==> config.mk <==
export PLATFORM = sky130hd
export DESIGN_NAME = regbank_wr_fifo_flat
export DESIGN_NICKNAME = d
export VERILOG_FILES = /design/src/rtl/regbank_wr_fifo_pkg.sv /design/src/rtl/regbank_wr_fifo_if.sv /design/src/rtl/regbank_wr_fifo_bank.sv /design/src/rtl/regbank_wr_fifo.sv /design/src/flat_wrapper.sv
export SDC_FILE = /design/constraint.sdc
export NUM_CORES = 1
export LEC_CHECK = 0
export BUFFER_PORTS_ARGS = -buffer_cell sky130_fd_sc_hd__buf_2
export CORE_MARGIN = 4
export CORE_UTILIZATION = 55
export CTS_CLUSTER_SIZE = 28
export DETAILED_ROUTE_END_ITERATION = 10
export HOLD_SLACK_MARGIN = 0.02
export PLACE_DENSITY = 0.74
export SLEW_MARGIN = 0
export SYNTH_ARGS = -nofsm -noshare
export SYNTH_HDL_FRONTEND = slang
export SYNTH_HIERARCHICAL = 1
export SYNTH_SLANG_ARGS = --single-unit
==> constraint.sdc <==
create_clock -name clk -period 3 [get_ports clk]
set_clock_uncertainty 0.05 [all_clocks]
set_input_delay 0.75 -clock clk [delete_from_list [all_inputs] [get_ports clk]]
set_output_delay 0.75 -clock clk [all_outputs]
set_load 0.02 [all_outputs]
==> src/rtl/regbank_wr_fifo_pkg.sv <==
// Shared types and sizing for the register-bank write-back staging FIFOs.
package regbank_wr_fifo_pkg;

  localparam int BIT_L             = 16;
  localparam int N_BANKS           = 4;
  localparam int WR_FIFO_DEPTH     = 4;
  localparam int WR_FIFO_AF_MARGIN = 1;

  typedef logic [BIT_L-1:0]                       word_t;
  typedef logic [$clog2(WR_FIFO_DEPTH)-1:0]       wr_fifo_ptr_t;
  typedef logic [$clog2(WR_FIFO_DEPTH+1)-1:0]     wr_fifo_cnt_t;

endpackage

==> src/rtl/regbank_wr_fifo_if.sv <==
// Handshake bundle between PE-tree results (master) and the write-back FIFO block (slave).
import regbank_wr_fifo_pkg::*;

interface regbank_wr_fifo_if;
  logic                pipe_en;
  logic                ovf_clr;
  logic [N_BANKS-1:0]  in_vld;
  word_t [N_BANKS-1:0] in_data;
  logic [N_BANKS-1:0]  out_we;
  word_t [N_BANKS-1:0] out_data;
  logic [N_BANKS-1:0]  full;
  logic                stall;
  logic [N_BANKS-1:0]  ovf;

  modport master (
    output pipe_en, ovf_clr, in_vld, in_data,
    input  out_we, out_data, full, stall, ovf
  );

  modport slave (
    input  pipe_en, ovf_clr, in_vld, in_data,
    output out_we, out_data, full, stall, ovf
  );
endinterface

==> src/rtl/regbank_wr_fifo_bank.sv <==
// Single-bank write-back FIFO: push, pop on enable, head word out, sticky overflow.
// Optional REGBANK_WR_FIFO_BYPASS_EN forwards a push straight to the output when the bank is empty.
import regbank_wr_fifo_pkg::*;

module regbank_wr_fifo_bank #(
  parameter int DEPTH = WR_FIFO_DEPTH
) (
  input  logic                         clk,
  input  logic                         rst,
  input  logic                         push_i,
  input  word_t                        data_i,
  input  logic                         pop_en_i,
  input  logic                         ovf_clr_i,
  output logic                         we_o,
  output word_t                        data_o,
  output logic [$clog2(DEPTH+1)-1:0]   cnt_o,
  output logic                         full_o,
  output logic                         ovf_o
);

  localparam int PW = $clog2(DEPTH);
  localparam int CW = $clog2(DEPTH+1);
  localparam logic [CW-1:0] FULL_CNT = CW'(DEPTH);

  word_t           mem_q [DEPTH];
  logic [PW-1:0]   rd_q, rd_d, wr_q, wr_d;
  logic [CW-1:0]   cnt_q, cnt_d;
  logic            ovf_q, ovf_d;
  logic            head_vld, pop, store, accept, drop;

  always_comb begin
    head_vld = (cnt_q != '0);
    pop      = head_vld & pop_en_i;
`ifdef REGBANK_WR_FIFO_BYPASS_EN
    // An empty bank forwards the push; it is only queued if nothing consumes it this cycle.
    store    = push_i & ~(~head_vld & pop_en_i);
    we_o     = head_vld | push_i;
    data_o   = head_vld ? mem_q[rd_q] : (push_i ? data_i : '0);
`else
    store    = push_i;
    we_o     = head_vld;
    data_o   = head_vld ? mem_q[rd_q] : '0;
`endif
    accept   = store & ((cnt_q != FULL_CNT) | pop);
    drop     = store & ~accept;
    rd_d     = pop    ? rd_q + PW'(1) : rd_q;
    wr_d     = accept ? wr_q + PW'(1) : wr_q;
    cnt_d    = cnt_q;
    if (accept && !pop)      cnt_d = cnt_q + CW'(1);
    else if (pop && !accept) cnt_d = cnt_q - CW'(1);
    // A fresh overflow outranks a simultaneous clear.
    ovf_d    = drop | (ovf_q & ~ovf_clr_i);
  end

  always_ff @(posedge clk or posedge rst) begin
    if (rst) begin
      rd_q  <= '0;
      wr_q  <= '0;
      cnt_q <= '0;
      ovf_q <= 1'b0;
    end else begin
      rd_q  <= rd_d;
      wr_q  <= wr_d;
      cnt_q <= cnt_d;
      ovf_q <= ovf_d;
    end
  end

  always_ff @(posedge clk) begin
    if (accept) mem_q[wr_q] <= data_i;
  end

  assign cnt_o  = cnt_q;
  assign full_o = (cnt_q == FULL_CNT);
  assign ovf_o  = ovf_q;

`ifndef SYNTHESIS
  a_cnt_range: assert property (@(posedge clk) disable iff (rst) cnt_q <= FULL_CNT);
  a_no_empty_pop: assert property (@(posedge clk) disable iff (rst) pop |-> head_vld);
`endif

endmodule

==> src/rtl/regbank_wr_fifo.sv <==
// Write-back staging: one FIFO per register bank, drained one word per bank per enabled cycle.
// Build option REGBANK_WR_FIFO_BYPASS_EN enables same-cycle forwarding into empty banks.
import regbank_wr_fifo_pkg::*;

module regbank_wr_fifo #(
  parameter int AF_MARGIN = WR_FIFO_AF_MARGIN
) (
  input  logic                clk,
  input  logic                rst,
  regbank_wr_fifo_if.slave    bus
);

  localparam int CW = $clog2(WR_FIFO_DEPTH+1);
  localparam logic [CW-1:0] AF_LVL = CW'(WR_FIFO_DEPTH - AF_MARGIN);

  wr_fifo_cnt_t        cnt_w [N_BANKS];
  logic [N_BANKS-1:0]  we_w, full_w, ovf_w, af_w;
  word_t [N_BANKS-1:0] data_w;

  for (genvar b = 0; b < N_BANKS; b++) begin : g_bank
    regbank_wr_fifo_bank #(.DEPTH(WR_FIFO_DEPTH)) u_bank (
      .clk       (clk),
      .rst       (rst),
      .push_i    (bus.in_vld[b]),
      .data_i    (bus.in_data[b]),
      .pop_en_i  (bus.pipe_en),
      .ovf_clr_i (bus.ovf_clr),
      .we_o      (we_w[b]),
      .data_o    (data_w[b]),
      .cnt_o     (cnt_w[b]),
      .full_o    (full_w[b]),
      .ovf_o     (ovf_w[b])
    );
    assign af_w[b] = (cnt_w[b] >= AF_LVL);
  end

  assign bus.out_we   = we_w;
  assign bus.out_data = data_w;
  assign bus.full     = full_w;
  assign bus.ovf      = ovf_w;
  assign bus.stall    = |af_w;

`ifndef SYNTHESIS
  a_push_under_stall: assert property (@(posedge clk) disable iff (rst) !(bus.stall && (|bus.in_vld)))
    else $warning("in_vld asserted while stall is high");
`endif

endmodule

==> src/flat_wrapper.sv <==
// flat-port wrapper written by rule: the top's interface ports become plain ports
module regbank_wr_fifo_flat 
#(
  parameter int AF_MARGIN = WR_FIFO_AF_MARGIN
)
  (clk, rst, bus_pipe_en, bus_ovf_clr, bus_in_vld, bus_in_data, bus_out_we, bus_out_data, bus_full, bus_stall, bus_ovf);
  regbank_wr_fifo_if bus_i ();
  input  logic clk;
  input  logic rst;
  input wire logic [$bits(bus_i.pipe_en)-1:0] bus_pipe_en;
  input wire logic [$bits(bus_i.ovf_clr)-1:0] bus_ovf_clr;
  input wire logic [$bits(bus_i.in_vld)-1:0] bus_in_vld;
  input wire logic [$bits(bus_i.in_data)-1:0] bus_in_data;
  output wire logic [$bits(bus_i.out_we)-1:0] bus_out_we;
  output wire logic [$bits(bus_i.out_data)-1:0] bus_out_data;
  output wire logic [$bits(bus_i.full)-1:0] bus_full;
  output wire logic [$bits(bus_i.stall)-1:0] bus_stall;
  output wire logic [$bits(bus_i.ovf)-1:0] bus_ovf;
  assign bus_i.pipe_en = bus_pipe_en;
  assign bus_i.ovf_clr = bus_ovf_clr;
  assign bus_i.in_vld = bus_in_vld;
  assign bus_i.in_data = bus_in_data;
  assign bus_out_we = bus_i.out_we;
  assign bus_out_data = bus_i.out_data;
  assign bus_full = bus_i.full;
  assign bus_stall = bus_i.stall;
  assign bus_ovf = bus_i.ovf;
  regbank_wr_fifo #(.AF_MARGIN(AF_MARGIN)) u_core (.clk(clk), .rst(rst), .bus(bus_i));
endmodule
# Word-level counts from Yosys, hierarchy flattened

Memories as Yosys holds them, arrays and structs flattened.
Index checks and enable logic that the tools add are counted.

Flip-flop bits (word level): 32
Memories: 4
Memory bits (writable): 256
Input bits: 72
Output and inout port bits: 77

Muxes and demuxes: 20
Bitwise logic cells: 29
Order comparisons: 4
$add $sub $neg: 16
Reduce and logical (&&, ||, !) cells: 25
Equality and inequality tests: 8

Memory list:

| name                          | depth | width | read ports | clocked after Yosys merged registers in | wr ports | RTL line                   | RTL |
|---|---|---|---|---|---|---|---|
| u_core.g_bank[0].u_bank.mem_q | 4     | 16    | 1          | 0                                       | 1        | regbank_wr_fifo_bank.sv:25 | `word_t mem_q [DEPTH];` |
| u_core.g_bank[1].u_bank.mem_q | 4     | 16    | 1          | 0                                       | 1        | regbank_wr_fifo_bank.sv:25 |  |
| u_core.g_bank[2].u_bank.mem_q | 4     | 16    | 1          | 0                                       | 1        | regbank_wr_fifo_bank.sv:25 |  |
| u_core.g_bank[3].u_bank.mem_q | 4     | 16    | 1          | 0                                       | 1        | regbank_wr_fifo_bank.sv:25 |  |

Operators by type and width:

| kind                                                | number |
|---|---|
| 2-to-1 mux 16 bit                                   | 4 |
| 2-to-1 mux 3 bit                                    | 8 |
| adder 2 x 1 -> 2 bit, second input constant         | 8 |
| AND 1 bit                                           | 16 |
| adder 3 x 1 -> 3 bit, second input constant         | 4 |
| equality test 3 bit, second input constant          | 4 |
| >= comparator 3 x 2 -> 1 bit, second input constant | 4 |
| inequality test 3 bit, second input constant        | 4 |
| nonzero test 3 bit                                  | 4 |
| subtractor 3 x 1 -> 3 bit, second input constant    | 4 |
| logical AND 1 bit                                   | 8 |
| zero test 1 bit                                     | 8 |
| 2-to-1 mux 1 bit                                    | 8 |
| OR 1 bit                                            | 8 |
| nonzero test 2 bit                                  | 4 |
| inverter 1 bit                                      | 5 |
| OR reduction 4 bit                                  | 1 |

# Longest topological paths before layout

Gate-level depths: netlist (run 1).

Depth after elaboration: 8
Gate-level depth with buffers: 9

# Hierarchy

The synthesis (run 1) kept the hierarchy.

Modules (own cells, without submodules):

| module               | area each (µm²) | seq. area each (µm²) | instances | cells each |
|---|---|---|---|---|
| regbank_wr_fifo_bank | 2919.0          | 2122.0               | 4         | 142 |
| regbank_wr_fifo      | 32.5            | 0.0                  | 1         | 4 |

# Worst setup path after synthesis (run 1)

OpenSTA, ideal clock, no wires.

Path kind: register -> output
From: reg u_core.g_bank[1].u_bank.cnt_q[0]
To: out bus_out_data[22]
Data arrival time: 1.432 ns
Cell stages (with the launch flop): 5
Data required time: 2.200 ns
Path slack: 0.768 ns
Cell sequence: dfrtp_1 -> or3_1 -> clkbuf_1 -> clkbuf_1 -> and2_1

Cells in the longest elaborated chain, start to end: 2

RTL lines:

| what                     | RTL line                   | RTL |
|---|---|---|
| start: declaration       | regbank_wr_fifo_bank.sv:27 | `logic [CW-1:0] cnt_q, cnt_d;` |
| start signal: assignment | regbank_wr_fifo_bank.sv:64 | `cnt_q <= cnt_d;` |
| nonzero test 3 bit       | regbank_wr_fifo_bank.sv:32 | `head_vld = (cnt_q != '0);` |
| net bus_out_we[1]        | flat_wrapper.sv:14         | `output wire logic [$bits(bus_i.out_we)-1:0] bus_out_we;` |
| 2-to-1 mux 16 bit        | regbank_wr_fifo_bank.sv:42 | `data_o = head_vld ? mem_q[rd_q] : '0;` |
| end: declaration         | flat_wrapper.sv:15         | `output wire logic [$bits(bus_i.out_data)-1:0] bus_out_data;` |

The timed path passes the listed nets, and every way through them passes these cells.

# Final worst setup path (run 1)

From: reg u_core.g_bank[0].u_bank.cnt_q[0]
To: out bus_out_data[6]

Cells in the longest elaborated chain, start to end: 2

RTL lines:

| what                     | RTL line |
|---|---|
| start: declaration       | regbank_wr_fifo_bank.sv:27 |
| start signal: assignment | regbank_wr_fifo_bank.sv:64 |
| nonzero test 3 bit       | regbank_wr_fifo_bank.sv:32 |
| 2-to-1 mux 16 bit        | regbank_wr_fifo_bank.sv:42 |

Every way passes these cells.

==> metrics.md, run 1 <==
| Metric | Value |
|---|---|
| Ys async rst share | `0.111` |
| Dpl hpwl | `13.3 mm` |
| ANT cells | `0` |
| Antenna violations before repair | `1` |
| Antenna Nets Post-Route | `0` |
| Sw Pwr | `4.62 mW` |
| Slowest-stage cell, CP | `or3_1` |
| F_max | `346 MHz` |
| Final RePlAce weighted congestion | `0.713` |
| YS warnings | `6` |
| Placement Cell Area | `12700 um^2` |
| Final min period | `2.89 ns` |
| Clock buffer depth | `3` |
| Post-Syn Area | `11700 um^2` |
| Initial Utilization | `0.559` |
| First-pass iteration count of the detailed router | `6` |
| Sequential power share | `0.401` |
| Max-cap violation count | `0` |
| DR DRC count | `0` |
| Clk_lat worst skew | `0.53 ns` |
| Max_slew headroom | `0.584` |
| Internal power | `9.78 mW` |
| EDFF count, synth | `256` |
| Commonest non-fill, non-tap cell in the layout | `edfxtp_1` |
| Fin util | `0.651` |
| Gate power share | `0.355` |
| Mapped Nets | `668` |
| DR WL met2 | `10.9 mm` |
| Hold Path Class | `in -> async` |
| Final setup TNS | `0 ns` |
| Critical Path RT | `2.20 ns` |
| Fin cells | `1031` |
| Max-slew violations | `0` |
| Post-layout nets | `831` |
| Met3 wire length | `1.03 mm` |
| Yosys cell types | `26` |
| CORE AREA | `21000 um^2` |
| Slew @ Worst Pin | `0.624 ns` |
| Routed length per instance | `19.8 um` |
| Pwr dens | `1050 nW/um^2` |
| Crit-path cells | `or3_1 -> and2_1 -> buf_2` |
| RSZ-0062 raised after global routing | `no` |
| Die Span Y | `154 um` |
| WL met1 | `8.14 mm` |
| Clock Power Share | `0.245` |
| Gr ovfl total | `0` |
| Final worst setup slack | `0.112 ns` |
| DP Worst Slack | `0.381 ns` |
| Crit end category | `primary output` |
| Crit Path Category | `reg -> out` |
| Static leakage | `5.06 nW` |
| Multi-input gate area | `2940 um^2` |
| Register area share after synthesis | `0.725` |
| First-pass GRT wire length | `33.4 mm` |
| Clk root buf | `clkbuf_16` |
| Max Used Layer | `met5` |
| CTS tree | `built` |
| Row Count | `53` |
| Synthesized flop and latch total | `288` |
| Sw Share | `0.321` |
| Layout cells sized above 1 | `0.362` |
| Status | `complete, no violations` |
| Num CTS Buffers | `28` |
| Syn Area/Cell | `20.5 um^2` |
| CP max FO | `19` |
| Synth Flop Type | `edfxtp_1` |
| # fillers | `1465` |
| Vias in the first global route | `6211` |
| Fin area | `13600 um^2` |
| H-tree depth | `1` |
| Critical Path Start Type | `flip-flop` |
| Fin. Hold Viols | `0` |
| Area added between synthesis and finish | `16.6%` |
| CP arrival | `2.09 ns` |
| Final setup fails | `0` |
| Vias | `5569` |
| Largest net degree at the start of global routing | `20` |
| WHS | `0.148 ns` |
| CTS sink count | `288` |
| Die ar. | `23700 um^2` |
| FF/Latch Area | `8490 um^2` |
| CP peak stage delay | `0.68 ns` |
| Cells after Synth | `572` |
| PortBufs | `148` |
| I/O Pins | `149` |
| Commonest cells after routing, fill and taps aside | `edfxtp_1, buf_2, and2_1` |
| Vias/cell | `5.40` |
| Die X-Extent | `154 um` |
| Clock Pin Slew Worst Setup and Hold Paths | `0.06 ns` |
| Period utilization | `0.963` |
| Worst vdd ir | `0.729 mV` |
| Placed Cells | `980` |
| Iteration-0 DRC Markers | `262` |
| Total track usage | `0.178` |
| PnR Total Power | `14.4 mW` |
| Final WL | `20.5 mm` |
[layer usage]
layer | global-route usage | vias up
met1 | 0.224 | 2864
met3 | 0.0372 | 35
met5 | 0 | -
met4 | 0.0479 | 2
li1 | - | 2554
met2 | 0.317 | 114
[critical path, delay by kind of cell (launching register included)]
kind / cells / cell delay, ns
buf+inv: 1 / 0.16
flops: 1 / 0.44
simple gates: 2 / 0.96
[timing repair]
action | in CTS | in global routing
hold buffers | 0 | 0
endpoints found under the setup margin | 1 | 17
buffers inserted | 0 | 0
hold endpoints to repair | 0 | 0
resized for setup | 1 | 7
[layout make-up]
cell class | instances | share of cell area
flip-flops and latches | 288 | 0.622
multi-input cells | 232 | 0.215
repair buffers | 157 | 0.0603
clock buffers | 41 | 0.0602
well taps | 275 | 0.0252
clock inverters | 10 | 0.00944
inverters | 28 | 0.00770
[synth_stat cells, types with 5 or more instances]
cell	count	share of area
and2_1	64	0.034
and2_2	16	0.010
buf_2	8	0.0034
clkbuf_1	8	0.0026
dfrtp_1	32	0.068
edfxtp_1	256	0.66
ha_1	20	0.021
inv_1	28	0.0090
mux4_1	20	0.045
mux4_2	44	0.085
nand3_1	5	0.0021
xnor2_1	16	0.012
xor2_1	8	0.0060
[path summary, 6_finish.rpt]
| check | startpoint | cells past startpoint | end | slack (ns) |
|---|---|---|---|---|
| min reg2reg | u_core/g_bank[0].u_bank/ovf_o$_DFF_PP0_ | 2 | u_core/g_bank[0].u_bank/ovf_o$_DFF_PP0_ | 0.48 |
| min in group clk | bus_in_data[32] | 1 | u_core/g_bank[2].u_bank/mem_q[3][0]$_DFFE_PP_ | 0.38 |
| min | rst | 2 | u_core/g_bank[0].u_bank/ovf_o$_DFF_PP0_ | 0.15 |
| max in group asynchronous | rst | 2 | u_core/g_bank[2].u_bank/rd_q[1]$_DFFE_PP0P_ | 2.48 |
| max | u_core/g_bank[0].u_bank/cnt_o[0]$_DFFE_PP0P_ | 3 | bus_out_data[6] | 0.11 |
| max reg2reg | u_core/g_bank[0].u_bank/cnt_o[0]$_DFFE_PP0P_ | 8 | u_core/g_bank[0].u_bank/cnt_o[2]$_DFFE_PP0P_ | 0.47 |
[cell families (layout without fill, tap and decap cells)]
group / after synthesis / count (layout) / share of synthesized area
xor+xnor: 24 / 24 / 0.0180
flops: 288 / 288 / 0.725
mux: 72 / 72 / 0.138
fa+ha+maj: 24 / 24 / 0.0282
compound gates: 10 / 10 / 0.00940
buf+inv: 52 / 236 / 0.0256
simple gates: 102 / 102 / 0.0554
[power groups by stage]
stage | Combinational [mW] | Sequential (mW) | Clock [mW]
after floorplan | 3.90 | 5.66 | 0
after global placement | 5.05 | 5.77 | 0
after detailed placement | 5.17 | 5.84 | 0
after CTS | 5.20 | 5.77 | 3.62
after global routing | 5.56 | 5.86 | 3.80
final | 5.11 | 5.77 | 3.52
[state kept, by name, summed over array words and instances (netlist names)]
register,cells
u_core/g_bank.u_bank/mem_q,256
u_core/g_bank.u_bank/cnt_o,12
u_core/g_bank.u_bank/rd_q,8
u_core/g_bank.u_bank/wr_q,8
u_core/g_bank.u_bank/ovf_o,4
Note: power is estimated with default switching activity, not from simulation.
==> run 2: changes to the inputs <==
- PLACE_DENSITY: 0.74 -> 0.76
==> run 2 against run 1 <==
Final area down 0.46%. Register-to-register slack better by 0.04 ns. Combinational power up 0.8%. Largest cell class unchanged.
==> metrics.md, run 2 (synthesis gave the netlist of run 1 again) <==
| Metric | Value |
|---|---|
| Static leakage | `5.04 nW (-0.45%)` |
| WHS | `0.147 ns (-0.000141 ns)` |
| Post-layout nets | `833 (+0.24%)` |
| Pwr dens | `1050 nW/um^2 (-0.87%)` |
| Area added between synthesis and finish | `16.0%` |
| Status | `complete, no violations` |
| Die Span Y | `154 um (unchanged)` |
| Critical Path Start Type | `flip-flop` |
| Slowest-stage cell, CP | `mux4_1` |
| Routed length per instance | `19.9 um (+0.33%)` |
| H-tree depth | `1 (unchanged)` |
| DP Worst Slack | `0.459 ns (+0.0786 ns)` |
| Crit-path cells | `buf_12 -> mux4_1 -> and2_1 -> buf_2` |
| First-pass GRT wire length | `33.1 mm (-0.85%)` |
| Clock Pin Slew Worst Setup and Hold Paths | `0.06 ns (about the same)` |
| Placed Cells | `982 (+0.20%)` |
| Row Count | `53 (unchanged)` |
| Clk_lat worst skew | `0.53 ns (about the same)` |
| Gate power share | `0.362 (+0.007)` |
| Die ar. | `23700 um^2 (unchanged)` |
| CP peak stage delay | `0.58 ns (-0.10 ns)` |
| CORE AREA | `21000 um^2 (unchanged)` |
| Fin. Hold Viols | `0 (unchanged)` |
| Multi-input gate area | `2920 um^2 (-0.51%)` |
| Crit Path Category | `reg -> out` |
| First-pass iteration count of the detailed router | `4 (-2)` |
| Internal power | `9.59 mW (-1.9%)` |
| Final RePlAce weighted congestion | `0.692 (-2.9%)` |
| Largest net degree at the start of global routing | `20 (unchanged)` |
| F_max | `348 MHz (+0.57%)` |
| Dpl hpwl | `13.4 mm (+0.58%)` |
| FF/Latch Area | `8490 um^2 (about the same)` |
| Slew @ Worst Pin | `0.588 ns (-0.0363 ns)` |
| Fin cells | `1034 (+0.29%)` |
| RSZ-0062 raised after global routing | `no` |
| Fin util | `0.648 (-0.00299)` |
| Clock Power Share | `0.235 (-0.010)` |
| CP arrival | `2.07 ns (-0.02 ns)` |
| Max-cap violation count | `0 (unchanged)` |
| Initial Utilization | `0.559 (unchanged)` |
| Largest register FFs | `256 (unchanged)` |
| Critical Path RT | `2.20 ns (about the same)` |
| Crit end category | `primary output` |
| Flop2flop setup slack | `0.51 ns (+0.04 ns)` |
| Final setup TNS | `0 ns (unchanged)` |
| Iteration-0 DRC Markers | `234 (-11%)` |
| Max_slew headroom | `0.608 (+0.0242)` |
| Antenna violations before repair | `1 (unchanged)` |
| R2r worst-path depth | `8 (unchanged)` |
| Reg-to-Reg End | `u_core/g_bank[2].u_bank/cnt_o[2]$_DFFE_PP0P_` |
| Die X-Extent | `154 um (unchanged)` |
| Clock buffer depth | `3 (unchanged)` |
| Total track usage | `0.177 (-0.000618)` |
| Sw Pwr | `4.61 mW (-0.14%)` |
| Postcts setup bufs | `0 (unchanged)` |
| Largest register by flop count | `u_core/g_bank.u_bank/mem_q` |
| Commonest non-fill, non-tap cell in the layout | `edfxtp_1` |
| Gr ovfl total | `0 (unchanged)` |
| Sw Share | `0.325 (+0.00384)` |
| CP max FO | `16 (-3)` |
| CTS sink count | `288 (unchanged)` |
| Period utilization | `0.957 (-0.00544)` |
| Vias | `5559 (-0.18%)` |
| Vias/cell | `5.38 (-0.47%)` |
| Antenna Nets Post-Route | `0 (unchanged)` |
| # fillers | `1444 (-1.4%)` |
| CTS tree | `built` |
| Final min period | `2.87 ns (-0.0163 ns)` |
| Worst vdd ir | `0.669 mV (-8.3%)` |
| DR DRC count | `0 (unchanged)` |
| Layout cells sized above 1 | `0.354 (-0.00802)` |
| Final setup fails | `0 (unchanged)` |
| Vias in the first global route | `6153 (-0.93%)` |
| Sequential power share | `0.403 (+0.002)` |
| I/O Pins | `149 (unchanged)` |
| Max-slew violations | `0 (unchanged)` |
| Num CTS Buffers | `28 (unchanged)` |
| Clk root buf | `clkbuf_16` |
| Worst reg2reg startpoint | `u_core/g_bank[2].u_bank/cnt_o[0]$_DFFE_PP0P_` |
| Hold Path Class | `in -> async` |
| Final worst setup slack | `0.128 ns (+0.0163 ns)` |
| PortBufs | `148 (unchanged)` |
| ANT cells | `0 (unchanged)` |
| Final WL | `20.6 mm (+0.63%)` |
| Commonest cells after routing, fill and taps aside | `edfxtp_1, buf_2, and2_1` |
==> run 2: cell types whose count changed in the layout (fill, tap and decap cells not counted), sizes merged <==
cell	delta
clkbuf	-2
clkinv	+3
bufinv	-1
inv	+1
buf	+2
==> run 2: cell type report <==
class / count / area share
sequential: 288 / 0.625
timing repair buffer: 159 / 0.0621
clock buffer: 39 / 0.0569
clock inverter: 13 / 0.00820
tap: 275 / 0.0253
multi-input combinational: 232 / 0.215
inverter: 28 / 0.00774
==> run 2: what timing repair did <==
action / CTS / global route
endpoints found under the setup margin: 3 / 8
hold buffers: 0 / 0
resized for setup: 1 / 4
==> run 2: critical path: cells and delay by family, from the launching register on <==
family | cells | cell delay, ns
DFF | 1 | 0.44
muxes | 1 | 0.58
buffers and inverters | 2 | 0.36
and+or+nand+nor | 1 | 0.17
==> run 2: power by group through the flow <==
stage	clock network (mW)	registers (mW)	logic, mW
4_1_cts	3.44	5.72	5.25
2_1_floorplan	0	5.66	3.90
6_report	3.34	5.72	5.15
5_1_grt	3.62	5.81	5.58
3_5_place_dp	0	5.80	5.22
3_3_place_gp	0	5.72	5.10
==> run 2: stage by stage <==
stage | power (mW) | instance area [um^2]
finish | 14.2 | 13600
global route | 15.0 | 13600
CTS | 14.4 | 13600
detailed placement | 11.0 | 12700
global placement | 10.8 | 12700
floorplan | 9.56 | 11700
==> run 2: worst max-delay path by stage <==
stage,from,endpoint,slack (ns),depth (start not counted)
after global placement,bus_pipe_en,u_core/g_bank[3].u_bank/cnt_o[2]$_DFFE_PP0P_,0.55,8
final,u_core/g_bank[0].u_bank/rd_q[0]$_DFFE_PP0P_,bus_out_data[4],0.13,4
after floorplan,u_core/g_bank[1].u_bank/cnt_o[0]$_DFFE_PP0P_,bus_out_data[22],0.77,4
after detailed placement,u_core/g_bank[2].u_bank/cnt_o[0]$_DFFE_PP0P_,u_core/g_bank[2].u_bank/cnt_o[2]$_DFFE_PP0P_,0.46,8
after global routing,u_core/g_bank[2].u_bank/cnt_o[0]$_DFFE_PP0P_,bus_out_data[44],0.003,3
after CTS,u_core/g_bank[0].u_bank/rd_q[0]$_DFFE_PP0P_,bus_out_data[4],0.05,4
==> run 2: routing by layer <==
metal,up-vias,global-route usage,routed length [um]
met5,-,0,12
met4,2,0.0534,489
met3,37,0.0312,928
met2,119,0.316,11100
met1,2844,0.224,8050
li1,2557,-,-
==> run 3: changes to the inputs <==
- CORE_MARGIN: 4 -> 2
==> run 3 against run 2 <==
Die area shrank 5.1%. Hold slack lost 0.021 ns. Core utilization is essentially flat. Global-route usage grew 1.3 points. Register-to-register slack lost 0.08 ns. Cell count is the same. Critical endpoint is now bus_out_data[18]. Largest power group unchanged.
==> metrics.md, run 3 (synthesis gave the netlist of run 1 again) <==
| Metric | Value |
|---|---|
| Clk root buf | `clkbuf_16` |
| DR DRC count | `0 (unchanged)` |
| Final RePlAce weighted congestion | `0.700 (+1.2%)` |
| Internal power | `9.56 mW (-0.30%)` |
| Crit Path Category | `reg -> out` |
| Antenna Nets Post-Route | `0 (unchanged)` |
| Final WL | `20.8 mm (+0.96%)` |
| Area added between synthesis and finish | `16.1% (about the same)` |
| I/O Pins | `149 (unchanged)` |
| Final setup TNS | `0 ns (unchanged)` |
| H-tree depth | `1 (unchanged)` |
| F_max | `344 MHz (-1.1%)` |
| Sw Pwr | `4.70 mW (+1.9%)` |
| Vias | `5662 (+1.9%)` |
| Gr ovfl total | `0 (unchanged)` |
| Largest register by flop count | `u_core/g_bank.u_bank/mem_q` |
| Period utilization | `0.968 (+0.0111)` |
| Final setup fails | `0 (unchanged)` |
| Post-layout nets | `834 (+0.12%)` |
| PortBufs | `148 (unchanged)` |
| Initial Utilization | `0.559 (unchanged)` |
| Worst reg2reg startpoint | `u_core/g_bank[1].u_bank/cnt_o[0]$_DFFE_PP0P_` |
| PnR Total Power | `14.3 mW (+0.43%)` |
| Status | `complete, no violations` |
| Flop2flop setup slack | `0.43 ns (-0.08 ns)` |
| CP arrival | `2.11 ns (+0.04 ns)` |
| Final min period | `2.91 ns (+0.0334 ns)` |
| Pwr dens | `1050 nW/um^2 (+0.38%)` |
| Sequential power share | `0.402 (about the same)` |
| Clock Pin Slew Worst Setup and Hold Paths | `0.06 ns (about the same)` |
| Slew @ Worst Pin | `0.610 ns (+0.0218 ns)` |
| Max_slew headroom | `0.593 (-0.0145)` |
| ANT cells | `0 (unchanged)` |
| Num CTS Buffers | `29 (+3.6%)` |
| Placed Cells | `982 (unchanged)` |
| R2r worst-path depth | `8 (unchanged)` |
| Worst vdd ir | `0.599 mV (-10%)` |
| Reg-to-Reg End | `u_core/g_bank[1].u_bank/cnt_o[2]$_DFFE_PP0P_` |
| Routed length per instance | `20.1 um (+0.96%)` |
| CTS sink count | `288 (unchanged)` |
| Antenna violations before repair | `0 (-1)` |
| Sw Share | `0.330 (+0.00488)` |
| Commonest cells after routing, fill and taps aside | `edfxtp_1, buf_2, and2_1` |
| CTS tree | `built` |
| Iteration-0 DRC Markers | `323 (+38%)` |
| Max-cap violation count | `0 (unchanged)` |
| Critical Path Start Type | `flip-flop` |
| CORE AREA | `21000 um^2 (unchanged)` |
| Die X-Extent | `150 um (-2.6%)` |
| Commonest non-fill, non-tap cell in the layout | `edfxtp_1` |
| First-pass GRT wire length | `32.9 mm (-0.63%)` |
| First-pass iteration count of the detailed router | `4 (unchanged)` |
| CP max FO | `19 (+3)` |
| Gate power share | `0.361 (about the same)` |
| Dpl hpwl | `13.3 mm (-1.0%)` |
| Crit end category | `primary output` |
| Static leakage | `5.04 nW (about the same)` |
| Clock buffer depth | `3 (unchanged)` |
| Die Span Y | `150 um (-2.6%)` |
| Critical Path RT | `2.20 ns (about the same)` |
| Largest register FFs | `256 (unchanged)` |
| Clk_lat worst skew | `0.55 ns (+0.02 ns)` |
| Fin. Hold Viols | `0 (unchanged)` |
| Vias in the first global route | `6252 (+1.6%)` |
| Max-slew violations | `0 (unchanged)` |
| RSZ-0062 raised after global routing | `no` |
| Fin cells | `1034 (unchanged)` |
| Die ar. | `22500 um^2 (-5.1%)` |
| Largest net degree at the start of global routing | `20 (unchanged)` |
| Hold Path Class | `in -> async` |
| WHS | `0.127 ns (-0.0207 ns)` |
| Clock Power Share | `0.237 (+0.002)` |
| Layout cells sized above 1 | `0.364 (+0.00922)` |
| Fin util | `0.649 (about the same)` |
| Total track usage | `0.190 (+0.0127)` |
| Vias/cell | `5.48 (+1.9%)` |
| Row Count | `53 (unchanged)` |
[run 3: changes by cell type in the layout (fill, tap and decap cells not counted)]
cell,delta
clkbuf_1,-4
clkinv_2,+4
clkinv_1,-3
clkinvlp_4,+3
clkbuf_8,-1
buf_8,+1
buf_12,-1
clkinv_4,+1
[run 3: per-layer routing]
layer  wire length [um]  global-route usage  up-vias
li1                   -                   -     2550
met1               8180               0.234     2925
met2              11200               0.345      148
met3                928              0.0280       39
met4                460              0.0623        0
met5                  0                   0        -
[run 3: repair_timing]
action | CTS | global route
resized for setup | 1 | 3
setup endpoints to repair | 3 | 11
setup buffers | 0 | 0
hold buffers | 0 | 0
[run 3: through the flow]
step / area, um^2 / setup slack (ns)
detailed placement: 12700 / 0.408
finish: 13600 / 0.0947
global route: 13600 / 0.0172
floorplan: 11700 / 0.768
global placement: 12700 / 0.538
CTS: 13600 / 0.0140
[run 3: final cells by class]
| class | count | area, um^2 |
|---|---|---|
| Clock inverter | 18 | 151 |
| Clock buffer | 34 | 744 |
| Multi-Input combinational cell | 232 | 2920 |
| Tap cell | 275 | 344 |
| Inverter | 28 | 105 |
| Fill cell | 1484 | 7360 |
| Timing Repair Buffer | 159 | 838 |
| Sequential cell | 288 | 8490 |
[run 3: worst max-delay path, stage by stage, from the launching register on]
cell	delay (ns)
dfrtp_1	0.44
or3_1	0.68
and2_1	0.27
buf_2	0.16
[run 3: power by group through the flow]
stage	clock [mW]	sequential [mW]	combinational, mW
4_1_cts	3.46	5.74	5.23
3_5_place_dp	0	5.81	5.20
6_report	3.39	5.73	5.14
2_1_floorplan	0	5.66	3.90
3_3_place_gp	0	5.73	5.06
5_1_grt	3.61	5.83	5.58
[run 3: how the worst max path moves through the flow]
stage	start	endpoint	slack, ns	cells after the start
6_report	u_core/g_bank[1].u_bank/cnt_o[0]$_DFFE_PP0P_	bus_out_data[18]	0.09	3
5_1_grt	u_core/g_bank[1].u_bank/cnt_o[0]$_DFFE_PP0P_	bus_out_data[18]	0.02	3
4_1_cts	u_core/g_bank[2].u_bank/rd_q[0]$_DFFE_PP0P_	bus_out_data[34]	0.01	4
3_5_place_dp	u_core/g_bank[1].u_bank/cnt_o[0]$_DFFE_PP0P_	u_core/g_bank[1].u_bank/cnt_o[2]$_DFFE_PP0P_	0.41	8
3_3_place_gp	bus_pipe_en	u_core/g_bank[3].u_bank/cnt_o[2]$_DFFE_PP0P_	0.54	8
2_1_floorplan	u_core/g_bank[1].u_bank/cnt_o[0]$_DFFE_PP0P_	bus_out_data[22]	0.77	4
